===== config.mk =====
export PLATFORM = sky130hd
export DESIGN_NAME = sample_tick_sequencer
export DESIGN_NICKNAME = d
export VERILOG_FILES = /design/src/rtl/sample_tick_sequencer.sv
export SDC_FILE = /design/constraint.sdc
export NUM_CORES = 1
export LEC_CHECK = 0
export CORE_UTILIZATION = 49
export CTS_CLUSTER_DIAMETER = 200
export CTS_CLUSTER_SIZE = 24
export DETAILED_ROUTE_END_ITERATION = 10
export PLACE_DENSITY = 0.76
export SYNTH_ARGS = -nofsm -noshare
export SYNTH_HDL_FRONTEND = slang
export SYNTH_SLANG_ARGS = --single-unit

===== constraint.sdc =====
create_clock -name clk_i -period 2.6 [get_ports clk_i]
set_input_delay 0.39 -clock clk_i [delete_from_list [all_inputs] [get_ports clk_i]]
set_output_delay 0.39 -clock clk_i [all_outputs]
set_load 0.01 [all_outputs]

===== src/rtl/sample_tick_sequencer.sv =====
// Programmable sample-rate scheduler: divides clk_i by a divisor latched at start and
// issues one req/ack sample request per period. Optional macro: SAMPLE_LIMIT_EN (auto-stop).
module sample_tick_sequencer #(
    parameter int DIV_W   = 16,
    parameter int COUNT_W = 24
) (
    input  logic               clk_i,
    input  logic               rst_i,
    input  logic               start_i,
    input  logic               stop_i,
    input  logic [DIV_W-1:0]   rate_div_i,
    input  logic               sample_ack_i,
`ifdef SAMPLE_LIMIT_EN
    input  logic [COUNT_W-1:0] sample_limit_i,
`endif
    output logic               sample_req_o,
    output logic               busy_o,
    output logic [COUNT_W-1:0] sample_count_o,
    output logic               overrun_o,
    output logic               done_o
);

    // state | meaning
    // IDLE  | not sequencing; count/overrun hold their last values
    // RUN   | period counter free-running, ticks raise sample requests
    // DRAIN | stop requested with a request outstanding; waiting for its ack
    typedef enum logic [1:0] {
        ST_IDLE  = 2'd0,
        ST_RUN   = 2'd1,
        ST_DRAIN = 2'd2
    } state_t;

    state_t             state_q, state_d;
    logic [DIV_W-1:0]   cnt_q, cnt_d;
    logic [DIV_W-1:0]   div_q, div_d;
    logic               req_q, req_d;
    logic [COUNT_W-1:0] count_q, count_d;
    logic               ovr_q, ovr_d;
    logic               done_q, done_d;
    logic               tick;
    logic               ack_ok;
    logic               limit_hit;
    logic [COUNT_W-1:0] count_inc;

`ifdef SAMPLE_LIMIT_EN
    logic [COUNT_W-1:0] limit_q, limit_d;
`endif

    assign tick      = (state_q == ST_RUN) && (cnt_q == div_q - DIV_W'(1));
    assign ack_ok    = req_q && sample_ack_i;
    assign count_inc = count_q + COUNT_W'(1);

`ifdef SAMPLE_LIMIT_EN
    assign limit_hit = (limit_q != '0) && (count_inc == limit_q);
`else
    assign limit_hit = 1'b0;
`endif

    always_comb begin
        state_d = state_q;
        cnt_d   = cnt_q;
        div_d   = div_q;
        req_d   = req_q;
        count_d = count_q;
        ovr_d   = ovr_q;
        done_d  = 1'b0;
`ifdef SAMPLE_LIMIT_EN
        limit_d = limit_q;
`endif
        case (state_q)
            ST_IDLE: begin
                if (start_i && !stop_i) begin
                    state_d = ST_RUN;
                    div_d   = (rate_div_i < DIV_W'(2)) ? DIV_W'(2) : rate_div_i;
                    cnt_d   = '0;
                    count_d = '0;
                    ovr_d   = 1'b0;
`ifdef SAMPLE_LIMIT_EN
                    limit_d = sample_limit_i;
`endif
                end
            end
            ST_RUN: begin
                cnt_d = tick ? '0 : cnt_q + DIV_W'(1);
                if (ack_ok) begin
                    count_d = count_inc;
                    if (limit_hit) begin
                        // auto-stop: a coinciding tick is dropped
                        req_d   = 1'b0;
                        state_d = ST_IDLE;
                        done_d  = 1'b1;
                    end else begin
                        req_d = tick;
                    end
                end else if (tick) begin
                    if (req_q) ovr_d = 1'b1;
                    else       req_d = 1'b1;
                end
                if (stop_i && !(ack_ok && limit_hit)) begin
                    state_d = req_d ? ST_DRAIN : ST_IDLE;
                end
            end
            ST_DRAIN: begin
                if (ack_ok) begin
                    count_d = count_inc;
                    req_d   = 1'b0;
                    state_d = ST_IDLE;
                    done_d  = limit_hit;
                end
            end
            default: begin
                state_d = ST_IDLE;
                req_d   = 1'b0;
            end
        endcase
    end

    always_ff @(posedge clk_i) begin
        if (rst_i) begin
            state_q <= ST_IDLE;
            cnt_q   <= '0;
            div_q   <= DIV_W'(2);
            req_q   <= 1'b0;
            count_q <= '0;
            ovr_q   <= 1'b0;
            done_q  <= 1'b0;
`ifdef SAMPLE_LIMIT_EN
            limit_q <= '0;
`endif
        end else begin
            state_q <= state_d;
            cnt_q   <= cnt_d;
            div_q   <= div_d;
            req_q   <= req_d;
            count_q <= count_d;
            ovr_q   <= ovr_d;
            done_q  <= done_d;
`ifdef SAMPLE_LIMIT_EN
            limit_q <= limit_d;
`endif
        end
    end

    assign sample_req_o   = req_q;
    assign busy_o         = (state_q != ST_IDLE);
    assign sample_count_o = count_q;
    assign overrun_o      = ovr_q;
    assign done_o         = done_q;

endmodule


==> results of run 1 <==
## cells in the final DEF (no fill, tap or decap), drive strengths merged, types with 4 or more instances in the layout
| master | n |
|---|---|
| o211ai | 4 |
| clkbuf | 11 |
| o21ai | 11 |
| nor3 | 7 |
| nand2b | 6 |
| or3 | 7 |
| inv | 12 |
| nand2 | 53 |
| and3 | 8 |
| dfxtp | 60 |
| nor2 | 55 |
| ha | 6 |
| nand4 | 15 |
| nand3b | 6 |
| nor4 | 7 |
| a21oi | 28 |
| nand3 | 17 |
| clkdlybuf4s50 | 47 |
| buf | 22 |
| xor2 | 26 |
| xnor2 | 24 |
## routing by layer
metal  wire length (um)  track usage (%)  part of all wire (%)  up-vias
li1                   -                -                     -     1530
met4                 80            7.210                   1.0        0
met2               3590            32.64                    46       89
met1               3817            32.38                    49     1422
met5                  0                0                     0        -
met3                307            5.666                   3.9       10
## worst max-delay path, cell delays in order (launching register included)
cell	delay, ns
dfxtp_2	0.39
inv_2	0.06
ha_4	0.26
xor2_1	0.17
o211ai_1	0.13
or3_1	0.39
a211oi_2	0.17
nand4_1	0.20
o41ai_4	0.46
buf_4	0.22
nor2_1	0.05
## cell type report
type	count	area, sq um
Tap cell	77	96.34
Fill cell	502	2202
Clock buffer	11	151.4
Clock inverter	5	36.28
Sequential cell	60	1206
Inverter	12	47.55
Multi-Input combinational cell	314	1971
Timing Repair Buffer	69	639.4
## metrics by stage
step / worst slack, ns / util (%)
4_1_cts: 0.02717 / 63.65
3_5_place_dp: -0.03656 / 60.34
6_report: -0.003846 / 65.32
5_1_grt: -0.09207 / 65.32
2_1_floorplan: 0.1147 / -
3_3_place_gp: 0.07112 / 60.34
## path summary, 6_finish.rpt
| path | endpoint | slack [ns] | cells after the start |
|---|---|---|---|
| worst max-delay path | cnt_q[12]$_SDFFE_PP0P_ | -0.004 | 10 |
| worst min register to register | overrun_o$_SDFFE_PP0P_ | 0.47 | 1 |
| worst max register to register | cnt_q[12]$_SDFFE_PP0P_ | -0.004 | 10 |
| worst min-delay path | overrun_o$_SDFFE_PP0P_ | 0.47 | 1 |
## timing repair
item,CTS,global route
pin swaps,0,14
hold buffers,0,0
gates cloned,0,1
endpoints found under the setup margin,18,19
buffers inserted,0,4
gates resized for setup,4,20
## sequential cells by signal, summed over array words and instances (netlist names)
name and count:
div_q 16, sample_req_o 1, cnt_q 16, sample_count_o 24, overrun_o 1, state_q 2
## cells by family (layout without fill, tap and decap cells)
kind of cell    count (synthesis)  in the layout  synth area share (%)
other cells                     1              1                0.1163
simple gates                  193            193                 29.91
fa+ha+maj                       6              6                 2.327
flops                          60             60                 37.24
xor+xnor                       50             50                 13.58
compound gates                 64             64                 12.68
buf+inv                        32             97                 4.151
## power breakdown
group,total [mW],switching [mW],internal [mW]
registers,0.969,0.0304,0.938
logic,0.348,0.193,0.155
clock network,0.771,0.374,0.397
==> impl_metrics.yaml, run 1 <==
floorplan:
  die_w_um: 83.14
  dieArea_sq_um: 6911
  die_h_um: 83.14
  core_sq_um: 6350
  rows: 29
  ios: 49
  start_util_pct: 50.80
critical_path:
  cp-end-kind: "flip-flop"
  cp.arrival_ns: 2.82
  critPathLaunchType: "flip-flop"
  critical_path_class: "reg2reg"
  path_max_fanout: 6
  r2r-start: "div_q[0]$_SDFFE_PP0P_"
  crit_start: "div_q[0]$_SDFFE_PP0P_"
  crit_required_ns: 2.82
sta:
  hold_viol: 0
  fin_skew_ns: 0.01208
  period_needed_ns: 2.604
  slew_viol_final: 0
  fmax_ghz: 0.3840
  rsz0062_at_grt: "yes"
  worstMarginPinSlew_ns: 0.5047
  fin_setup_tns_ns: -0.006064
  slew_headroom_pct: 66.04
  setup_ws_ns: -0.003846
  finalSetupViolations: 2
  holdWs_ns: 0.4718
  min_period_over_period_pct: 100.1
synth:
  syn_area_sq_um: 3226
  synth_ff_type: "dfxtp_1"
  yosys_warnings: 0
  synth_edf_count: 0
  ys_async_sr_fraction_pct: 0
  avgSynthCellArea_sq_um: 7.945
  synth.ff_latch_count: 60
  yosysMostFrequentCell: "dfxtp_1"
  syn_inst: 406
  synth_nets: 433
  synth.area.top_cells: "dfxtp_1 37%, xor2_1 7.1%, xnor2_1 6.5%"
  yosys.area.top_type_share_pct: 37.24
  yosysSeqAreaShare_pct: 37.24
  synth_common_cells: "60 x dfxtp_1, 55 x nor2_1, 52 x nand2_1, 28 x a21oi_1, 26 x xor2_1"
  synth_cell_types: 50
  yosys.area.top_type: "dfxtp_1"
placed_design:
  placed_area_sq_um: 3831
  port_buffers: 47
  dp_cells: 527
  post-dp-hpwl_mm: 5.342
  gp_congestion: 0.8738
final_layout:
  layoutNonFillerInstCount: 548
  diodes: 0
  fin_nets: 493
  stdcell_area_sq_um: 4148
  area_growth_pct: 28.59
  drive_gt1_share_pct: 12.95
status:
  violations: "negative setup slack"
  status: "complete, but fails checks"
routing:
  viasPerCell: 5.568
  drcViolationCount: 0
  dr.pass1.iters: 5
  drtIter0Drc: 217
  wl_per_cell_um: 14.23
  ant_nets: 0
  drt-total-wl_mm: 7.796
  dr_total_vias: 3051
global_routing:
  antenna_found_initial: 0
  grt_pass1_vias: 2705
  grt_max_degree: 25
  grtUsageTotal_pct: 22.45
  gr-total-overflow: 0
  grt_pass1_wl_mm: 12.77
power:
  power_leakage_nw: 1.431
  vdd.ir_drop.worst_mv: 0.4207
  fin_total_pwr_mw: 2.088
  cellPowerDensity_nw_per_um2: 503.4
flow_run:
  cap_violations: 0
cts:
  clockBufferDepth: 2
  numCtsBuffers: 9
  clock_latency_ns: 0.33
  cts_tree: "built"
  clk_pin_slew_worst_paths_ns: 0.07
  htreeDepth: 3
  numClockSinks: 60
  cts_root_buf: "clkbuf_8"
worst_hold_path:
  hold_path.class: "reg2reg"
  min-delay-start: "overrun_o$_SDFFE_PP0P_"
No activity file was read; power rests on OpenSTA's default activity.
==> run 2: changes to the inputs <==
CORE_MARGIN = 2   (was default)
==> run 2 against run 1 <==
  * The flow now finishes without violations
  * Clock power rose by 9.1%
  * Cell count rose by 0.18%
  * Sequential share of layout area fell by 0.27 points
  * Largest power group unchanged
  * First-iteration DRC count fell by 24%
  * Fmax rose by 0.24%
  * Largest cell class unchanged
  * Sequential power barely moved
  * Routed wire length rose by 1.4%
  * Power rose by 3.3%
  * Highest routed layer unchanged
  * Design area rose by 1.1%
==> impl_metrics.yaml, run 2 (same netlist as run 1, synthesis figures left out) <==
status:
  status: "completed"
routing:
  wl_per_cell_um: 14.41
  dr_total_vias: 3068
  drtIter0Drc: 166
  ant_nets: 0
  drt-total-wl_mm: 7.909
  viasPerCell: 5.588
  dr.pass1.iters: 5
  drcViolationCount: 0
floorplan:
  die_h_um: 85.14
  start_util_pct: 50.80
  die_w_um: 85.14
  rows: 29
  dieArea_sq_um: 7248
  ios: 49
  core_sq_um: 6350
critical_path:
  path_delay_family: "simple AND/OR/NAND/NOR gates"
  cp_slowest_cell: "o41ai_4"
  cp-end-kind: "flip-flop"
  cpPeakStageDelay_ns: 0.47
  reg2reg_slack_ns: 0.002
  path_cells: "inv_4, ha_4, or3b_4, nor4_4, a21oi_2, a211oi_2, nand4_1, o41ai_4, buf_4, nor2_1"
  cp.arrival_ns: 2.83
  path_max_fanout: 6
  crit_required_ns: 2.83
  critPathLaunchType: "flip-flop"
  path_buf_inv: 2
  critical_path_class: "reg2reg"
final_layout:
  diodes: 0
  layout_common_cells: "58 x dfxtp_1, 52 x nand2_1, 50 x nor2_1"
  final_util_pct: 66.07
  drive_gt1_share_pct: 14.41
  final_common_cell: "dfxtp_1"
  largest_reg_flops: 24
  fin_nets: 494
  area_growth_pct: 30.06
placed_design:
  gp_congestion: 0.8605
  post-dp-hpwl_mm: 5.527
  port_buffers: 47
cts:
  clock_latency_ns: 0.34
  numClockSinks: 60
  htreeDepth: 3
  cts_tree: "built"
  cts_root_buf: "clkbuf_8"
  clockBufferDepth: 2
  numCtsBuffers: 9
  postCtsHoldBufs: 0
  clk_pin_slew_worst_paths_ns: 0.07
global_routing:
  grtUsageTotal_pct: 20.90
  grt_pass1_vias: 2677
  grt_pass1_wl_mm: 12.36
  antenna_found_initial: 0
  gr-total-overflow: 0
  grt_max_degree: 25
flow_run:
  cap_violations: 0
sta:
  slew_headroom_pct: 65.46
  hold_viol: 0
  period_needed_ns: 2.598
  slew_viol_final: 0
  worstMarginPinSlew_ns: 0.5134
  min_period_over_period_pct: 99.91
  fin_skew_ns: 0.006443
  fin_setup_tns_ns: 0
  finalSetupViolations: 0
  fmax_ghz: 0.3850
  rsz0062_at_grt: "yes"
worst_hold_path:
  hold_path.class: "reg2reg"
power:
  fin_total_pwr_mw: 2.157
  power_leakage_nw: 1.442
  cellPowerDensity_nw_per_um2: 514.1
  vdd.ir_drop.worst_mv: 0.4753
==> run 2: repair_timing <==
action / CTS / global route
setup endpoints to repair: 12 / 19
resized for setup: 1 / 33
buffers inserted: 0 / 5
gates cloned: 0 / 1
pin swaps: 1 / 17
==> run 2: layer usage <==
layer / wire length (um) / GRT usage, % / up-vias
li1: - / - / 1530
met1: 3695 / 29.36 / 1432
met2: 3681 / 31.46 / 100
met3: 448 / 4.377 / 6
met4: 84 / 8.081 / 0
met5: 0 / 0 / -
==> run 2: path summary, 6_finish.rpt <==
kind	to	cells past startpoint	start
setup / recovery	cnt_q[14]$_SDFFE_PP0P_	10	div_q[1]$_SDFFE_PP1P_
hold / removal	overrun_o$_SDFFE_PP0P_	1	overrun_o$_SDFFE_PP0P_
setup reg to reg	cnt_q[14]$_SDFFE_PP0P_	10	div_q[1]$_SDFFE_PP1P_
hold reg to reg	overrun_o$_SDFFE_PP0P_	1	overrun_o$_SDFFE_PP0P_
==> run 2: where the power goes <==
group          internal, mW  total, mW  switching (mW)
clock                 0.447      0.841           0.394
combinational         0.157      0.351           0.194
sequential            0.937      0.966          0.0282
==> run 2: worst reg2reg max path: stages (launching register included) <==
cell      delay, ns
dfxtp_4        0.38
inv_4          0.07
ha_4           0.15
or3b_4         0.43
nor4_4         0.28
a21oi_2        0.06
a211oi_2       0.20
nand4_1        0.19
o41ai_4        0.47
buf_4          0.22
nor2_1         0.05
==> run 2: area by class of cell <==
class / instances / area [sq um]
Inverter: 12 / 47.55
Multi-Input combinational cell: 314 / 1996
Clock buffer: 9 / 123.9
Timing Repair Buffer: 70 / 646.9
Fill cell: 527 / 2155
Sequential cell: 60 / 1209
Tap cell: 77 / 96.34
Clock inverter: 7 / 76.32
==> run 2: stage by stage <==
stage / setup WS (ns) / cells / hold WS [ns] / area, sq um
6_report: 0.002427 / 549 / 0.4752 / 4195
5_1_grt: -0.07353 / 549 / 0.5045 / 4195
4_1_cts: 0.01679 / 543 / 0.4784 / 4038
3_5_place_dp: -0.03756 / 527 / 0.4608 / 3831
3_3_place_gp: 0.08327 / 527 / 0.4521 / 3831
2_1_floorplan: 0.1147 / 406 / 0.4488 / 3226
==> run 3: changes to the inputs <==
==> constraint.sdc (replaced) <==
create_clock -name clk_i -period 2.6 [get_ports clk_i]
set_input_delay 0.26 -clock clk_i [delete_from_list [all_inputs] [get_ports clk_i]]
set_output_delay 0.26 -clock clk_i [all_outputs]
set_load 0.01 [all_outputs]
==> run 3 against run 2 <==
  * Fmax grew 1.7%
  * Global-route usage grew 0.88 points
  * Sequential share of layout area grew 0.41 points
  * Largest cell class unchanged
==> impl_metrics.yaml, run 3 (same netlist as run 1, synthesis figures left out) <==
floorplan:
  die_h_um: 85.14
  rows: 29
  start_util_pct: 50.80
  die_w_um: 85.14
  ios: 49
  core_sq_um: 6350
  dieArea_sq_um: 7248
sta:
  setup_ws_ns: 0.04665
  slew_viol_final: 0
  fmax_ghz: 0.3916
  hold_viol: 0
  fin_setup_tns_ns: 0
  fin_skew_ns: 0.008745
  min_period_over_period_pct: 98.21
  period_needed_ns: 2.553
  finalSetupViolations: 0
  rsz0062_at_grt: "yes"
global_routing:
  grtUsageTotal_pct: 21.77
  antenna_found_initial: 0
  grt_pass1_vias: 2789
  grt_pass1_wl_mm: 12.70
  gr-total-overflow: 0
  grt_max_degree: 25
cts:
  clk_pin_slew_worst_paths_ns: 0.07
  clock_latency_ns: 0.35
  clockBufferDepth: 2
  cts_root_buf: "clkbuf_8"
  htreeDepth: 3
  postCtsHoldBufs: 0
  numClockSinks: 60
  numCtsBuffers: 9
  cts_tree: "built"
critical_path:
  timing.critical_path.mode_cell: "buf_4"
  reg2reg_slack_ns: 0.05
  cpPeakStageDelay_ns: 0.44
  cp_slowest_cell: "o41ai_4"
  r2r_cells: 9
  r2r_end: "cnt_q[9]$_SDFFE_PP0P_"
  path_max_fanout: 6
  cp.arrival_ns: 2.79
  crit_required_ns: 2.83
  cp-end-kind: "flip-flop"
  r2r-start: "div_q[1]$_SDFFE_PP1P_"
  path_cells: "inv_2, ha_4, or3b_4, buf_4, o41ai_1, nand4_1, o41ai_4, buf_4, nor2_1"
  critPathLaunchType: "flip-flop"
  critical_path_class: "reg2reg"
routing:
  wl_per_cell_um: 14.24
  dr.pass1.iters: 4
  ant_nets: 0
  drcViolationCount: 0
  viasPerCell: 5.548
  drtIter0Drc: 249
  dr_total_vias: 3046
  drt-total-wl_mm: 7.817
final_layout:
  largest_reg_flops: 24
  final_common_cell: "dfxtp_1"
  area_growth_pct: 28.24
  n_fill_cell: 551
  stdcell_area_sq_um: 4136
  layoutNonFillerInstCount: 549
  diodes: 0
  drive_gt1_share_pct: 13.56
  layout_common_cells: "58 x dfxtp_1, 52 x nor2_1, 52 x nand2_1"
  fin_nets: 494
status:
  status: "completed"
placed_design:
  post-dp-hpwl_mm: 5.597
  gp_congestion: 0.8698
  port_buffers: 47
  dp_cells: 526
  dpl_worst_slack_ns: -0.06807
  placed_area_sq_um: 3824
worst_hold_path:
  holdPathStages: 1
  min-delay-start: "overrun_o$_SDFFE_PP0P_"
  hold_path.class: "reg2reg"
  whs_endpoint: "overrun_o$_SDFFE_PP0P_"
power:
  cellPowerDensity_nw_per_um2: 497.7
  vdd.ir_drop.worst_mv: 0.3814
  power_leakage_nw: 1.438
flow_run:
  cap_violations: 0
run 3: report_power, final:
| group | internal (mW) | switching [mW] |
|---|---|---|
| Combinational | 0.156 | 0.193 |
| Clock | 0.349 | 0.397 |
| Sequential | 0.937 | 0.0269 |
run 3: critical path, delay by kind of cell, from the launching register on:
family	cells	cell delay [ns]
buffers and inverters	3	0.43
AO/OA/AOI/OAI	2	0.82
AND/OR/NAND/NOR	3	0.69
flip-flops	1	0.35
adder cells (fa/ha/maj)	1	0.15
run 3: area by class of cell:
| class | instances | area [sq um] | area share, % |
|---|---|---|---|
| inverters | 12 | 45.04 | 1.089 |
| clock buffers | 9 | 123.9 | 2.995 |
| clock inverters | 7 | 52.55 | 1.270 |
| multi-input cells | 314 | 1963 | 47.46 |
| repair buffers | 70 | 646.9 | 15.64 |
| flip-flops and latches | 60 | 1209 | 29.22 |
| well taps | 77 | 96.34 | 2.329 |
run 3: worst max-delay path by stage:
| stage | cells past startpoint | slack [ns] | start | end |
|---|---|---|---|---|
| after floorplan | 9 | 0.11 | div_q[2]$_SDFFE_PP0P_ | cnt_q[15]$_SDFFE_PP0P_ |
| after global placement | 10 | 0.09 | div_q[1]$_SDFFE_PP1P_ | cnt_q[0]$_SDFFE_PP0P_ |
| after detailed placement | 10 | -0.07 | div_q[1]$_SDFFE_PP1P_ | cnt_q[1]$_SDFFE_PP0P_ |
| after CTS | 10 | 0.003 | div_q[1]$_SDFFE_PP1P_ | cnt_q[1]$_SDFFE_PP0P_ |
| after global routing | 9 | -0.07 | div_q[1]$_SDFFE_PP1P_ | cnt_q[7]$_SDFFE_PP0P_ |
| final | 9 | 0.05 | div_q[1]$_SDFFE_PP1P_ | cnt_q[9]$_SDFFE_PP0P_ |
run 3: what timing repair did:
action / 4_1_cts / 5_1_grt
gates cloned: 0 / 1
setup endpoints to repair: 19 / 22
gates resized for setup: 1 / 24
setup buffers: 0 / 6
pin swaps: 0 / 9
run 3: per-layer routing:
metal  global-route usage [%]  routed length (um)  vias up
met2                    34.52                3700       70
met1                    29.39                3681     1438
met5                        0                   0        -
met4                    9.380                 140        0
li1                         -                   -     1523
met3                    3.502                 295       15
run 3: metrics by stage:
stage,power (mW),hold slack (ns),utilization [%]
6_report,2.059,0.4790,65.14
5_1_grt,2.155,0.4880,65.14
4_1_cts,2.042,0.4749,63.09
3_5_place_dp,1.294,0.4584,60.22
3_3_place_gp,1.287,0.4515,60.22
2_1_floorplan,1.181,0.3883,-
